--- src/rtl/mmio_to_axi4_lite_bridge_if.sv ---
// mmio_if: MMIO req/ack port between a TIA-side host and a device.
//   read_req/read_index   host -> device, held until read_ack is sampled
//   read_ack/read_data    device -> host, ack is a one-cycle pulse
//   write_req/write_index/write_data  host -> device, held until write_ack
//   write_ack             device -> host, one-cycle pulse
interface mmio_if #(
   parameter int INDEX_WIDTH = 8,
   parameter int DATA_WIDTH  = 32
);
   logic                   read_req;
   logic                   read_ack;
   logic [INDEX_WIDTH-1:0] read_index;
   logic [DATA_WIDTH-1:0]  read_data;
   logic                   write_req;
   logic                   write_ack;
   logic [INDEX_WIDTH-1:0] write_index;
   logic [DATA_WIDTH-1:0]  write_data;

   modport device (
      input  read_req, read_index, write_req, write_index, write_data,
      output read_ack, read_data, write_ack
   );

   modport host (
      output read_req, read_index, write_req, write_index, write_data,
      input  read_ack, read_data, write_ack
   );
endinterface

--- src/rtl/mmio_to_axi4_lite_bridge.sv ---
// mmio_to_axi4_lite_bridge: turns MMIO read/write requests into single
// AXI4-Lite master transactions, one outstanding at a time.
//   clock, reset        positive-edge clock, asynchronous active-high reset
//   device_interface    MMIO device side (req in, ack/read_data out)
//   M_AXI_AW*/W*/B*     AXI4-Lite write channels
//   M_AXI_AR*/R*        AXI4-Lite read channels
//   axi_error           sticky: some BRESP/RRESP was not OKAY (reset clears)
module mmio_to_axi4_lite_bridge #(
   parameter int AXI4_LITE_ADDRESS_WIDTH = 32,
   parameter int AXI4_LITE_DATA_WIDTH    = 32,
   parameter int TIA_MMIO_INDEX_WIDTH    = 8
) (
   input  logic                                clock,
   input  logic                                reset,
   mmio_if.device                              device_interface,
   output logic [AXI4_LITE_ADDRESS_WIDTH-1:0]  M_AXI_AWADDR,
   output logic [2:0]                          M_AXI_AWPROT,
   output logic                                M_AXI_AWVALID,
   input  logic                                M_AXI_AWREADY,
   output logic [AXI4_LITE_DATA_WIDTH-1:0]     M_AXI_WDATA,
   output logic [AXI4_LITE_DATA_WIDTH/8-1:0]   M_AXI_WSTRB,
   output logic                                M_AXI_WVALID,
   input  logic                                M_AXI_WREADY,
   input  logic [1:0]                          M_AXI_BRESP,
   input  logic                                M_AXI_BVALID,
   output logic                                M_AXI_BREADY,
   output logic [AXI4_LITE_ADDRESS_WIDTH-1:0]  M_AXI_ARADDR,
   output logic [2:0]                          M_AXI_ARPROT,
   output logic                                M_AXI_ARVALID,
   input  logic                                M_AXI_ARREADY,
   input  logic [AXI4_LITE_DATA_WIDTH-1:0]     M_AXI_RDATA,
   input  logic [1:0]                          M_AXI_RRESP,
   input  logic                                M_AXI_RVALID,
   output logic                                M_AXI_RREADY,
   output logic                                axi_error
);

   localparam int INDEX_SHIFT = AXI4_LITE_ADDRESS_WIDTH - TIA_MMIO_INDEX_WIDTH;

   typedef enum logic [2:0] {
      IDLE, WRITE_ISSUE, WRITE_RESPONSE, WRITE_ACK, READ_ISSUE, READ_DATA, READ_ACK
   } state_t;

   state_t                               state, state_n;
   logic [AXI4_LITE_ADDRESS_WIDTH-1:0]   awaddr_n, araddr_n;
   logic [AXI4_LITE_DATA_WIDTH-1:0]      wdata_n, read_data_n;
   logic                                 awvalid_n, wvalid_n, bready_n, arvalid_n, rready_n;
   logic                                 read_ack_n, write_ack_n, axi_error_n;
   logic                                 last_was_read, last_was_read_n;

   assign M_AXI_AWPROT = 3'b000;
   assign M_AXI_ARPROT = 3'b000;
   assign M_AXI_WSTRB  = '1;

   // Every output is the registered copy of a next-value computed here, so
   // each output changes in the same cycle as the state it belongs to.
   always_comb begin
      state_n         = state;
      awaddr_n        = M_AXI_AWADDR;
      araddr_n        = M_AXI_ARADDR;
      wdata_n         = M_AXI_WDATA;
      read_data_n     = device_interface.read_data;
      awvalid_n       = M_AXI_AWVALID;
      wvalid_n        = M_AXI_WVALID;
      bready_n        = M_AXI_BREADY;
      arvalid_n       = M_AXI_ARVALID;
      rready_n        = M_AXI_RREADY;
      read_ack_n      = 1'b0;
      write_ack_n     = 1'b0;
      axi_error_n     = axi_error;
      last_was_read_n = last_was_read;
      case (state)
         IDLE: begin
            // On contention the type not served last wins.
            if (device_interface.write_req && (!device_interface.read_req || last_was_read)) begin
               state_n         = WRITE_ISSUE;
               awaddr_n        = AXI4_LITE_ADDRESS_WIDTH'(device_interface.write_index) << INDEX_SHIFT;
               wdata_n         = device_interface.write_data;
               awvalid_n       = 1'b1;
               wvalid_n        = 1'b1;
               last_was_read_n = 1'b0;
            end else if (device_interface.read_req) begin
               state_n         = READ_ISSUE;
               araddr_n        = AXI4_LITE_ADDRESS_WIDTH'(device_interface.read_index) << INDEX_SHIFT;
               arvalid_n       = 1'b1;
               last_was_read_n = 1'b1;
            end
         end
         WRITE_ISSUE: begin
            // A channel counts as accepted once its valid has been dropped,
            // so AW and W may complete in any order.
            awvalid_n = M_AXI_AWVALID && !M_AXI_AWREADY;
            wvalid_n  = M_AXI_WVALID && !M_AXI_WREADY;
            if ((!M_AXI_AWVALID || M_AXI_AWREADY) && (!M_AXI_WVALID || M_AXI_WREADY)) begin
               state_n  = WRITE_RESPONSE;
               bready_n = 1'b1;
            end
         end
         WRITE_RESPONSE: begin
            if (M_AXI_BVALID) begin
               state_n     = WRITE_ACK;
               bready_n    = 1'b0;
               write_ack_n = 1'b1;
               if (M_AXI_BRESP != 2'b00) axi_error_n = 1'b1;
            end
         end
         READ_ISSUE: begin
            if (M_AXI_ARREADY) begin
               state_n   = READ_DATA;
               arvalid_n = 1'b0;
               rready_n  = 1'b1;
            end
         end
         READ_DATA: begin
            if (M_AXI_RVALID) begin
               state_n     = READ_ACK;
               rready_n    = 1'b0;
               read_ack_n  = 1'b1;
               read_data_n = (M_AXI_RRESP == 2'b00) ? M_AXI_RDATA : '0;
               if (M_AXI_RRESP != 2'b00) axi_error_n = 1'b1;
            end
         end
         WRITE_ACK, READ_ACK: state_n = IDLE;
         default:             state_n = IDLE;
      endcase
   end

   always_ff @(posedge clock or posedge reset) begin
      if (reset) begin
         state                      <= IDLE;
         M_AXI_AWADDR               <= '0;
         M_AXI_ARADDR               <= '0;
         M_AXI_WDATA                <= '0;
         M_AXI_AWVALID              <= 1'b0;
         M_AXI_WVALID               <= 1'b0;
         M_AXI_BREADY               <= 1'b0;
         M_AXI_ARVALID              <= 1'b0;
         M_AXI_RREADY               <= 1'b0;
         device_interface.read_data <= '0;
         device_interface.read_ack  <= 1'b0;
         device_interface.write_ack <= 1'b0;
         axi_error                  <= 1'b0;
         last_was_read              <= 1'b1;
      end else begin
         state                      <= state_n;
         M_AXI_AWADDR               <= awaddr_n;
         M_AXI_ARADDR               <= araddr_n;
         M_AXI_WDATA                <= wdata_n;
         M_AXI_AWVALID              <= awvalid_n;
         M_AXI_WVALID               <= wvalid_n;
         M_AXI_BREADY               <= bready_n;
         M_AXI_ARVALID              <= arvalid_n;
         M_AXI_RREADY               <= rready_n;
         device_interface.read_data <= read_data_n;
         device_interface.read_ack  <= read_ack_n;
         device_interface.write_ack <= write_ack_n;
         axi_error                  <= axi_error_n;
         last_was_read              <= last_was_read_n;
      end
   end

endmodule
--- src/flat_wrapper.sv ---
// flat-port wrapper written by rule: the top's interface ports become plain ports
module mmio_to_axi4_lite_bridge_flat 
#(
   parameter int AXI4_LITE_ADDRESS_WIDTH = 32,
   parameter int AXI4_LITE_DATA_WIDTH    = 32,
   parameter int TIA_MMIO_INDEX_WIDTH    = 8
)
  (clock, reset, M_AXI_AWADDR, M_AXI_AWPROT, M_AXI_AWVALID, M_AXI_AWREADY, M_AXI_WDATA, M_AXI_WSTRB, M_AXI_WVALID, M_AXI_WREADY, M_AXI_BRESP, M_AXI_BVALID, M_AXI_BREADY, M_AXI_ARADDR, M_AXI_ARPROT, M_AXI_ARVALID, M_AXI_ARREADY, M_AXI_RDATA, M_AXI_RRESP, M_AXI_RVALID, M_AXI_RREADY, axi_error, device_interface_read_req, device_interface_read_index, device_interface_write_req, device_interface_write_index, device_interface_write_data, device_interface_read_ack, device_interface_read_data, device_interface_write_ack);
  mmio_if device_interface_i ();
  input  logic clock;
  input  logic reset;
  output logic [AXI4_LITE_ADDRESS_WIDTH-1:0] M_AXI_AWADDR;
  output logic [2:0] M_AXI_AWPROT;
  output logic M_AXI_AWVALID;
  input  logic M_AXI_AWREADY;
  output logic [AXI4_LITE_DATA_WIDTH-1:0] M_AXI_WDATA;
  output logic [AXI4_LITE_DATA_WIDTH/8-1:0] M_AXI_WSTRB;
  output logic M_AXI_WVALID;
  input  logic M_AXI_WREADY;
  input  logic [1:0] M_AXI_BRESP;
  input  logic M_AXI_BVALID;
  output logic M_AXI_BREADY;
  output logic [AXI4_LITE_ADDRESS_WIDTH-1:0] M_AXI_ARADDR;
  output logic [2:0] M_AXI_ARPROT;
  output logic M_AXI_ARVALID;
  input  logic M_AXI_ARREADY;
  input  logic [AXI4_LITE_DATA_WIDTH-1:0] M_AXI_RDATA;
  input  logic [1:0] M_AXI_RRESP;
  input  logic M_AXI_RVALID;
  output logic M_AXI_RREADY;
  output logic axi_error;
  input wire logic [$bits(device_interface_i.read_req)-1:0] device_interface_read_req;
  input wire logic [$bits(device_interface_i.read_index)-1:0] device_interface_read_index;
  input wire logic [$bits(device_interface_i.write_req)-1:0] device_interface_write_req;
  input wire logic [$bits(device_interface_i.write_index)-1:0] device_interface_write_index;
  input wire logic [$bits(device_interface_i.write_data)-1:0] device_interface_write_data;
  output wire logic [$bits(device_interface_i.read_ack)-1:0] device_interface_read_ack;
  output wire logic [$bits(device_interface_i.read_data)-1:0] device_interface_read_data;
  output wire logic [$bits(device_interface_i.write_ack)-1:0] device_interface_write_ack;
  assign device_interface_i.read_req = device_interface_read_req;
  assign device_interface_i.read_index = device_interface_read_index;
  assign device_interface_i.write_req = device_interface_write_req;
  assign device_interface_i.write_index = device_interface_write_index;
  assign device_interface_i.write_data = device_interface_write_data;
  assign device_interface_read_ack = device_interface_i.read_ack;
  assign device_interface_read_data = device_interface_i.read_data;
  assign device_interface_write_ack = device_interface_i.write_ack;
  mmio_to_axi4_lite_bridge #(.AXI4_LITE_ADDRESS_WIDTH(AXI4_LITE_ADDRESS_WIDTH), .AXI4_LITE_DATA_WIDTH(AXI4_LITE_DATA_WIDTH), .TIA_MMIO_INDEX_WIDTH(TIA_MMIO_INDEX_WIDTH)) u_core (.clock(clock), .reset(reset), .device_interface(device_interface_i), .M_AXI_AWADDR(M_AXI_AWADDR), .M_AXI_AWPROT(M_AXI_AWPROT), .M_AXI_AWVALID(M_AXI_AWVALID), .M_AXI_AWREADY(M_AXI_AWREADY), .M_AXI_WDATA(M_AXI_WDATA), .M_AXI_WSTRB(M_AXI_WSTRB), .M_AXI_WVALID(M_AXI_WVALID), .M_AXI_WREADY(M_AXI_WREADY), .M_AXI_BRESP(M_AXI_BRESP), .M_AXI_BVALID(M_AXI_BVALID), .M_AXI_BREADY(M_AXI_BREADY), .M_AXI_ARADDR(M_AXI_ARADDR), .M_AXI_ARPROT(M_AXI_ARPROT), .M_AXI_ARVALID(M_AXI_ARVALID), .M_AXI_ARREADY(M_AXI_ARREADY), .M_AXI_RDATA(M_AXI_RDATA), .M_AXI_RRESP(M_AXI_RRESP), .M_AXI_RVALID(M_AXI_RVALID), .M_AXI_RREADY(M_AXI_RREADY), .axi_error(axi_error));
endmodule
--- config.mk ---
export PLATFORM = sky130hd
export DESIGN_NAME = mmio_to_axi4_lite_bridge_flat
export DESIGN_NICKNAME = d
export VERILOG_FILES = /design/src/rtl/mmio_to_axi4_lite_bridge_if.sv /design/src/rtl/mmio_to_axi4_lite_bridge.sv /design/src/flat_wrapper.sv
export SDC_FILE = /design/constraint.sdc
export NUM_CORES = 1
export LEC_CHECK = 0
export BUFFER_PORTS_ARGS = -buffer_cell sky130_fd_sc_hd__buf_2
export CAP_MARGIN = 20
export CORE_ASPECT_RATIO = 1.5
export CORE_MARGIN = 4
export CORE_UTILIZATION = 35
export CTS_BUF_LIST = sky130_fd_sc_hd__clkbuf_8
export DETAILED_ROUTE_END_ITERATION = 12
export PLACE_DENSITY = 0.62
export SYNTH_ARGS = -nofsm -noshare
export SYNTH_HDL_FRONTEND = slang
export SYNTH_SLANG_ARGS = --single-unit
--- constraint.sdc ---
create_clock -name clock -period 4 [get_ports clock]
set_clock_uncertainty 0.15 [all_clocks]
set_input_delay 0.4 -clock clock [delete_from_list [all_inputs] [get_ports clock]]
set_output_delay 0.4 -clock clock [all_outputs]
set_load 0.005 [all_outputs]
==> flow_summary.yaml, run 1 <==
run_status:
  status: "completed"
critical_path:
  worstPathMaxFanout: 35
  cp.required_ps: 4130
  start_kind: "flip-flop"
  end_kind: "flip-flop"
  critPathKind: "flip-flop to flip-flop"
  worstPathArrival_ps: 2180
power_and_ir_drop:
  ir_worst_vdd_uv: 282.9
  p_leak_nw: 2.855
  power.density_mw_per_mm2: 713.6
placed_design:
  dp_slack_ps: 1890
  dp_hpwl_um: 7199
  place_congestion: 0.7578
  port_buffers: 180
floorplanning:
  num_rows: 48
  io_pins: 239
  die_y_um: 142.2
  die_width_um: 97.49
  start_util_pct: 36.08
  die-area_mm2: 0.01387
  core_area_mm2: 0.01165
drt:
  drt_iter0_markers: 41
  dr.pass1.iters: 4
  ant_nets: 0
  via_per_inst: 4.380
  wl_per_cell_um: 14.87
  wirelength_um: 9397
  vias: 2768
  route.detailed.drc: 0
finish:
  final_nets: 570
  fin_util_pct: 44.02
  diodes: 0
  drive_gt1_share_pct: 53.94
  final_common_cell: "buf_2"
  synthToLayoutAreaGrowth_pct: 21.99
  final_cell_mix: "buf_2 (180), dfrtp_1 (91), conb_1 (58)"
clock_tree:
  h-tree-depth: 3
  ctsHoldBuffers: 0
  cts_buffers: 9
  clk_pin_slew_ps: 100
  cts_resized: 0
  clkLatencyLatePin_ps: 350
  cts_tree: "built"
  clock-sinks: 92
  clk_path_buf_depth: 2
  root_buffer: "clkbuf_8"
  cts_setup_buffers: 0
sta:
  setup_viol: 0
  slew_headroom_pct: 46.39
  rsz0062_at_grt: "false"
  worstMarginPinSlew_ps: 804.1
  maxSlewViolCount: 0
  finalCriticalPeriod_ps: 2042
  finalHoldViolCount: 0
  tns_ps: 0
  fmax_mhz: 489.6
  fin_crit_sh_pct: 51.06
  timing.final.ws_setup_ps: 1958
synth:
  ys_seq_elements: 92
  async_reset_ff_share_pct: 100.0
  netlist_instances: 297
  netlist_area_mm2: 0.004204
  synth_cell_types: 38
  synth-main-ff-cell: "dfrtp_1"
  synth-edff-count: 0
  avgSynthCellArea_um2: 14.15
  yosysSeqAreaShare_pct: 54.79
  yosysWarnings: 0
run:
  maxCapViolations: 0
hold_path:
  hold_class: "input port to asynchronous set/reset pin"
grt:
  grt_pass1_wl_um: 14750
  grt_max_degree: 66
  grt_pass1_vias: 2951
  antenna_found_initial: 0
  grtUsageTotal_pct: 13.12
  grt_overflow: 0
cells in the mapped netlist, types with 2 or more instances:
library cell   n  area (µm²)
a21oi_1        3       15.01
a31oi_1        3       18.77
a22o_1        33       289.0
buf_2          2       10.01
a22oi_1        2       15.01
mux2_2        11       123.9
buf_4         61       457.9
nand3_2        2       20.02
inv_1          6       22.52
nand2_1        4       15.01
buf_12         4       80.08
nor2_1         7       26.28
buf_6          2       22.52
mux2_4        38       570.6
nand2b_1       2       12.51
nor3_4         2       32.53
dfrtp_1       91        2277
o21ai_0        2       10.01
clkbuf_1       2       7.510
conb_1         2       7.510
cells by family after synthesis:
family                 count (synthesis)  share of synthesized area [%]
buffers and inverters                 79                          14.73
other                                  2                         0.1786
flip-flops                            92                          54.79
multiplexers                          50                          16.76
AO/OA/AOI/OAI                         51                          9.822
AND/OR/NAND/NOR                       23                          3.720
per-layer routing:
metal / track usage [%] / vias to the layer above / share of wire, % / wire length (µm)
li1: - / 1275 / - / -
met5: 0 / - / 0 / 0
met1: 15.18 / 1338 / 38 / 3550
met3: 4.169 / 8 / 8.7 / 818
met2: 23.13 / 147 / 52 / 4908
met4: 4.158 / 0 / 1.3 / 120
power breakdown:
group          total (mW)  internal [mW]  switching (mW)  leakage [nW]
registers            1.66           1.38           0.284          1.14
logic                1.43          0.885           0.545          1.62
clock network       0.568          0.243           0.325        0.0901
metrics by stage:
stage | power [mW] | instance area, µm² | hold slack (ps) | instances
after global routing | 3.908 | 5129 | 62.83 | 632
after CTS | 3.725 | 5129 | 56.50 | 632
final | 3.660 | 5129 | 42.99 | 632
after detailed placement | 3.134 | 4950 | 297.2 | 616
after floorplan | 2.604 | 4414 | 301.0 | 353
after global placement | 3.080 | 4950 | 289.5 | 616
registers in the layout, summed over array words and instances, names as in the netlist:
signal / count
u_core.M_AXI_RREADY: 1
u_core.M_AXI_ARVALID: 1
u_core.device_interface.read_data: 32
u_core.M_AXI_BREADY: 1
u_core.last_was_read: 1
u_core.state: 3
u_core.device_interface.write_ack: 1
u_core.axi_error: 1
u_core.M_AXI_AWVALID: 1
u_core.M_AXI_WVALID: 1
u_core.M_AXI_WDATA: 32
u_core.device_interface.read_ack: 1
u_core.M_AXI_ARADDR: 8
u_core.M_AXI_AWADDR: 8
final timing paths:
| path | startpoint | endpoint | slack [ps] | depth (start not counted) |
|---|---|---|---|---|
| worst max-delay path | u_core.state[0]$_DFFE_PP0P_ | u_core.device_interface.read_data[28]$_DFFE_PP0P_ | 1960 | 6 |
| worst min register to register | u_core.axi_error$_DFFE_PP0P_ | u_core.axi_error$_DFFE_PP0P_ | 310 | 1 |
| worst min-delay path | reset | u_core.device_interface.read_data[20]$_DFFE_PP0P_ | 40 | 2 |
| max in group asynchronous | reset | u_core.M_AXI_WDATA[5]$_DFFE_PP0P_ | 2750 | 3 |
| worst max register to register | u_core.state[0]$_DFFE_PP0P_ | u_core.device_interface.read_data[28]$_DFFE_PP0P_ | 1960 | 6 |
| min in group clock | device_interface_write_req | u_core.last_was_read$_DFFE_PP1P_ | 80 | 2 |
final cells by class:
type	count	area [µm²]
Clock inverter	6	41.29
Tap cell	150	187.7
Multi-Input combinational cell	182	1491
Sequential cell	92	2303
Inverter	7	28.78
Fill cell	1100	6523
Timing Repair Buffer	185	938.4
Clock buffer	10	137.6
critical path, cell delays in order (launching register included):
cell	delay (ps)
dfrtp_1	530
nor2b_4	250
nand3_2	80
buf_4	270
nor3_4	140
buf_4	350
a22o_1	200
Note: power is estimated with default switching activity, not from simulation.
==> run 2, diff against run 1 <==
clock period = 2 ns   (was 4 ns; I/O delays follow)
==> flow_summary.yaml, run 2 (synthesized netlist as in run 1, its figures left out) <==
run_status:
  status: "completed"
drt:
  via_per_inst: 4.407
  wl_per_cell_um: 14.77
  wirelength_um: 10640
  drt_iter0_markers: 91
  vias: 3173
  ant_nets: 0
  route.detailed.drc: 0
  dr.pass1.iters: 4
clock_tree:
  cts_buffers: 9
  cts_setup_buffers: 0
  clock-sinks: 92
  clk_pin_slew_ps: 90
  h-tree-depth: 3
  root_buffer: "clkbuf_8"
  clk_path_buf_depth: 2
  cts_tree: "built"
  clkLatencyLatePin_ps: 340
finish:
  multi_input_comb_area_mm2: 0.001491
  regArea_mm2: 0.002303
  final_common_cell: "buf_2"
  fillers: 1008
  drive_gt1_share_pct: 45.61
  synthToLayoutAreaGrowth_pct: 44.05
  final_nets: 659
  final_cell_mix: "buf_2 (180), dfrtp_1 (91), dlygate4sd3_1 (87)"
  diodes: 0
  top_regs: "u_core.M_AXI_WDATA x32, u_core.device_interface.read_data x32"
sta:
  tns_ps: 0
  whs_ps: 80.24
  finalCriticalPeriod_ps: 1847
  slew_headroom_pct: 61.14
  worstMarginPinSlew_ps: 583.0
  fin_crit_sh_pct: 92.37
  fmax_mhz: 541.3
  setup_viol: 0
  finalHoldViolCount: 0
  maxSlewViolCount: 0
  rsz0062_at_grt: "false"
critical_path:
  rr_startpoint: "u_core.state[1]$_DFFE_PP0P_"
  cp_slowest_cell: "dlygate4sd3_1"
  critPathMaxStageDelay_ps: 560
  startpoint: "u_core.state[1]$_DFFE_PP0P_"
  start_kind: "flip-flop"
  end_kind: "flip-flop"
  critPathKind: "flip-flop to flip-flop"
  worstPathArrival_ps: 1980
  worstPathMaxFanout: 9
  cp.required_ps: 2140
  crit_chain: "nor3_4 > a21oi_1 > a31oi_1 > dlygate4sd3_1"
grt:
  grt_pass1_wl_um: 17110
  grt_pass1_vias: 3404
  grt_max_degree: 47
  grt_overflow: 0
  antenna_found_initial: 0
  grtUsageTotal_pct: 15.12
floorplanning:
  die_width_um: 97.49
  die_y_um: 142.2
  die-area_mm2: 0.01387
  start_util_pct: 36.08
  io_pins: 239
  core_area_mm2: 0.01165
  num_rows: 48
hold_path:
  hold_start: "device_interface_read_req"
  hold_class: "input port to flip-flop"
power_and_ir_drop:
  power.density_mw_per_mm2: 1279
  ir_worst_vdd_uv: 486.1
  p_leak_nw: 3.244
run:
  maxCapViolations: 0
placed_design:
  port_buffers: 180
  dp_hpwl_um: 7152
  place_congestion: 0.7988
[run 2: cell types whose count changed in the layout (fill, tap and decap cells not counted), sizes merged]
cell,delta
dlygate4sd3,+87
buf,+2
bufinv,+2
clkinv,-2
clkbuf,-1
clkinvlp,+1
inv,-1
[run 2: report_power, final]
group          switching, mW  internal [mW]
registers              0.532           2.75
clock network          0.634          0.689
logic                   1.20           1.93
[run 2: metal layers]
metal / vias up / share of wire [%] / global-route usage, %
met5: - / 0 / 0
met4: 0 / 1.9 / 5.543
met3: 17 / 8.0 / 4.218
met2: 151 / 53 / 27.50
met1: 1550 / 37 / 16.83
li1: 1455 / - / -
[run 2: stage by stage]
step	worst slack [ps]	instance area, µm²	power, mW	instances	util, %
after global placement	243.4	4979	6.206	618	42.73
after global routing	46.55	6056	8.259	720	51.98
after floorplan	339.4	4418	5.208	353	-
final	152.7	6056	7.743	720	51.98
after CTS	160.6	6056	7.819	720	51.98
after detailed placement	203.9	4979	6.291	618	42.73
[run 2: repair_timing]
item	4_1_cts	5_1_grt
hold endpoints to repair	177	0
setup endpoints to repair	0	0
hold buffers	87	0
gates resized for setup	0	0
[run 2: path summary, 6_finish.rpt]
kind | end | slack, ps | depth (start not counted)
hold / removal | u_core.M_AXI_ARVALID$_DFFE_PP0P_ | 80 | 3
hold reg to reg | u_core.axi_error$_DFFE_PP0P_ | 340 | 1
max in group asynchronous | u_core.state[2]$_DFFE_PP0P_ | 850 | 4
setup / recovery | u_core.last_was_read$_DFFE_PP1P_ | 150 | 4
min in group asynchronous | u_core.device_interface.read_data[25]$_DFFE_PP0P_ | 420 | 4
setup reg to reg | u_core.last_was_read$_DFFE_PP1P_ | 150 | 4
[run 2: worst max-delay path: cells and delay by family, from the launching register on]
kind / cells / cell delay [ps]
AOI/OAI and AO/OA: 2 / 250
DFF: 1 / 510
buffers and inverters: 1 / 560
and+or+nand+nor: 1 / 320
[run 2: area by class of cell]
cell class | instances | area share (%)
tap | 150 | 3.099
multi-input combinational | 182 | 24.63
clock buffer | 9 | 2.045
clock inverter | 6 | 1.364
sequential | 92 | 38.04
inverter | 7 | 0.4959
timing repair buffer | 274 | 30.33
==> run 3, diff against run 2 <==
REMOVE_ABC_BUFFERS = 1   (was not set)
==> flow_summary.yaml, run 3 (synthesized netlist as in run 1, its figures left out) <==
critical_path:
  end_kind: "flip-flop"
  critPathKind: "flip-flop to flip-flop"
  cp.required_ps: 2150
  start_kind: "flip-flop"
  worstPathArrival_ps: 1980
  worstPathMaxFanout: 9
finish:
  synthToLayoutAreaGrowth_pct: 44.17
  final_common_cell: "buf_2"
  diodes: 0
  final_cell_mix: "buf_2 (180), dfrtp_1 (91), dlygate4sd3_1 (87)"
  top_regs: "u_core.M_AXI_WDATA x32, u_core.device_interface.read_data x32"
  final_nets: 661
  stdcell_count: 723
  drive_gt1_share_pct: 46.25
grt:
  grt_max_degree: 58
  grtUsageTotal_pct: 15.13
  grt_overflow: 0
  antenna_found_initial: 0
  grt_pass1_vias: 3484
  grt_pass1_wl_um: 17150
clock_tree:
  cts_buffers: 9
  cts_tree: "built"
  cts_resized: 0
  clock-sinks: 92
  clk_pin_slew_ps: 90
  cts_setup_buffers: 0
  h-tree-depth: 3
  root_buffer: "clkbuf_8"
  clk_path_buf_depth: 2
  clkLatencyLatePin_ps: 350
  ctsHoldBuffers: 87
power_and_ir_drop:
  seq_power_share_pct: 43.2
  power.share.combinational_pct: 41.4
  clkPwrFrac_pct: 15.4
  total_power_mw: 7.595
  power.density_mw_per_mm2: 1253
  ir_worst_vdd_uv: 508.7
  switching_share_pct: 31.65
  power.switching_mw: 2.404
  p_leak_nw: 3.251
  cell_internal_pwr_mw: 5.191
drt:
  vias: 3136
  dr.pass1.iters: 4
  route.detailed.drc: 0
  drt_iter0_markers: 49
  via_per_inst: 4.337
  wl_per_cell_um: 14.67
  ant_nets: 0
  wirelength_um: 10600
run:
  maxCapViolations: 0
hold_path:
  hold_class: "input port to flip-flop"
placed_design:
  dp.cells: 620
  port_buffers: 180
  dp_slack_ps: 249.1
  dp_hpwl_um: 7160
  place_congestion: 0.7689
floorplanning:
  io_pins: 239
  num_rows: 48
  core_area_mm2: 0.01165
  die_width_um: 97.49
  die-area_mm2: 0.01387
  start_util_pct: 36.08
  die_y_um: 142.2
sta:
  timing.final.ws_setup_ps: 173.9
  whs_ps: 70.04
  fmax_mhz: 547.6
  finalHoldViolCount: 0
  fin_crit_sh_pct: 91.30
  maxSlewViolCount: 0
  rsz0062_at_grt: "false"
  setup_viol: 0
  finalCriticalPeriod_ps: 1826
run_status:
  status: "completed"
[run 3: changes by cell type in the layout (fill, tap and decap cells not counted), sizes merged]
cell      before  now
bufinv         2    0
clkinv         0    3
clkbuf         9   10
clkinvlp       3    1
buf          187  189
inv            8    9
[run 3: worst paths after layout]
path	start	end	slack, ps	cells after the start
worst min register to register	u_core.axi_error$_DFFE_PP0P_	u_core.axi_error$_DFFE_PP0P_	310	1
min in group asynchronous	reset	u_core.M_AXI_WDATA[15]$_DFFE_PP0P_	200	3
worst max register to register	u_core.state[1]$_DFFE_PP0P_	u_core.last_was_read$_DFFE_PP1P_	170	4
worst max-delay path	u_core.state[1]$_DFFE_PP0P_	u_core.last_was_read$_DFFE_PP1P_	170	4
worst min-delay path	M_AXI_RRESP[1]	u_core.axi_error$_DFFE_PP0P_	70	4
max in group asynchronous	reset	u_core.last_was_read$_DFFE_PP1P_	830	4
[run 3: stage by stage]
step           setup TNS (ps)  area [µm²]  util [%]
2_1_floorplan          -83500        3821         -
3_3_place_gp                0        5005     42.96
3_5_place_dp                0        5005     42.96
4_1_cts                     0        6061     52.02
5_1_grt                     0        6061     52.02
6_report                    0        6061     52.02
[run 3: cell type report]
class | count | area (µm²)
tap | 150 | 187.7
clock inverter | 6 | 47.55
fill | 1012 | 5590
timing repair buffer | 276 | 1864
inverter | 7 | 28.78
multi-input combinational | 182 | 1491
sequential | 92 | 2303
clock buffer | 10 | 137.6
[run 3: critical path: stages, from the launching register on]
cell and delay (ps):
dfrtp_1 500, nor3_4 310, a21oi_1 110, a31oi_1 140, dlygate4sd3_1 570
[run 3: metal layers]
metal  vias up  track usage (%)  share of wire [%]
met3        25            3.090                7.3
met5         -                0                  0
met1      1490            17.02                 37
met2       161            27.07                 53
met4         0            7.732                2.9
li1       1460                -                  -
[run 3: power groups by stage]
stage | logic [mW] | clock network (mW) | registers [mW]
detailed placement | 3.04 | 0 | 3.28
floorplan | 1.61 | 0 | 3.36
finish | 3.15 | 1.17 | 3.28
CTS | 3.19 | 1.23 | 3.28
global placement | 2.93 | 0 | 3.28
global route | 3.44 | 1.29 | 3.40
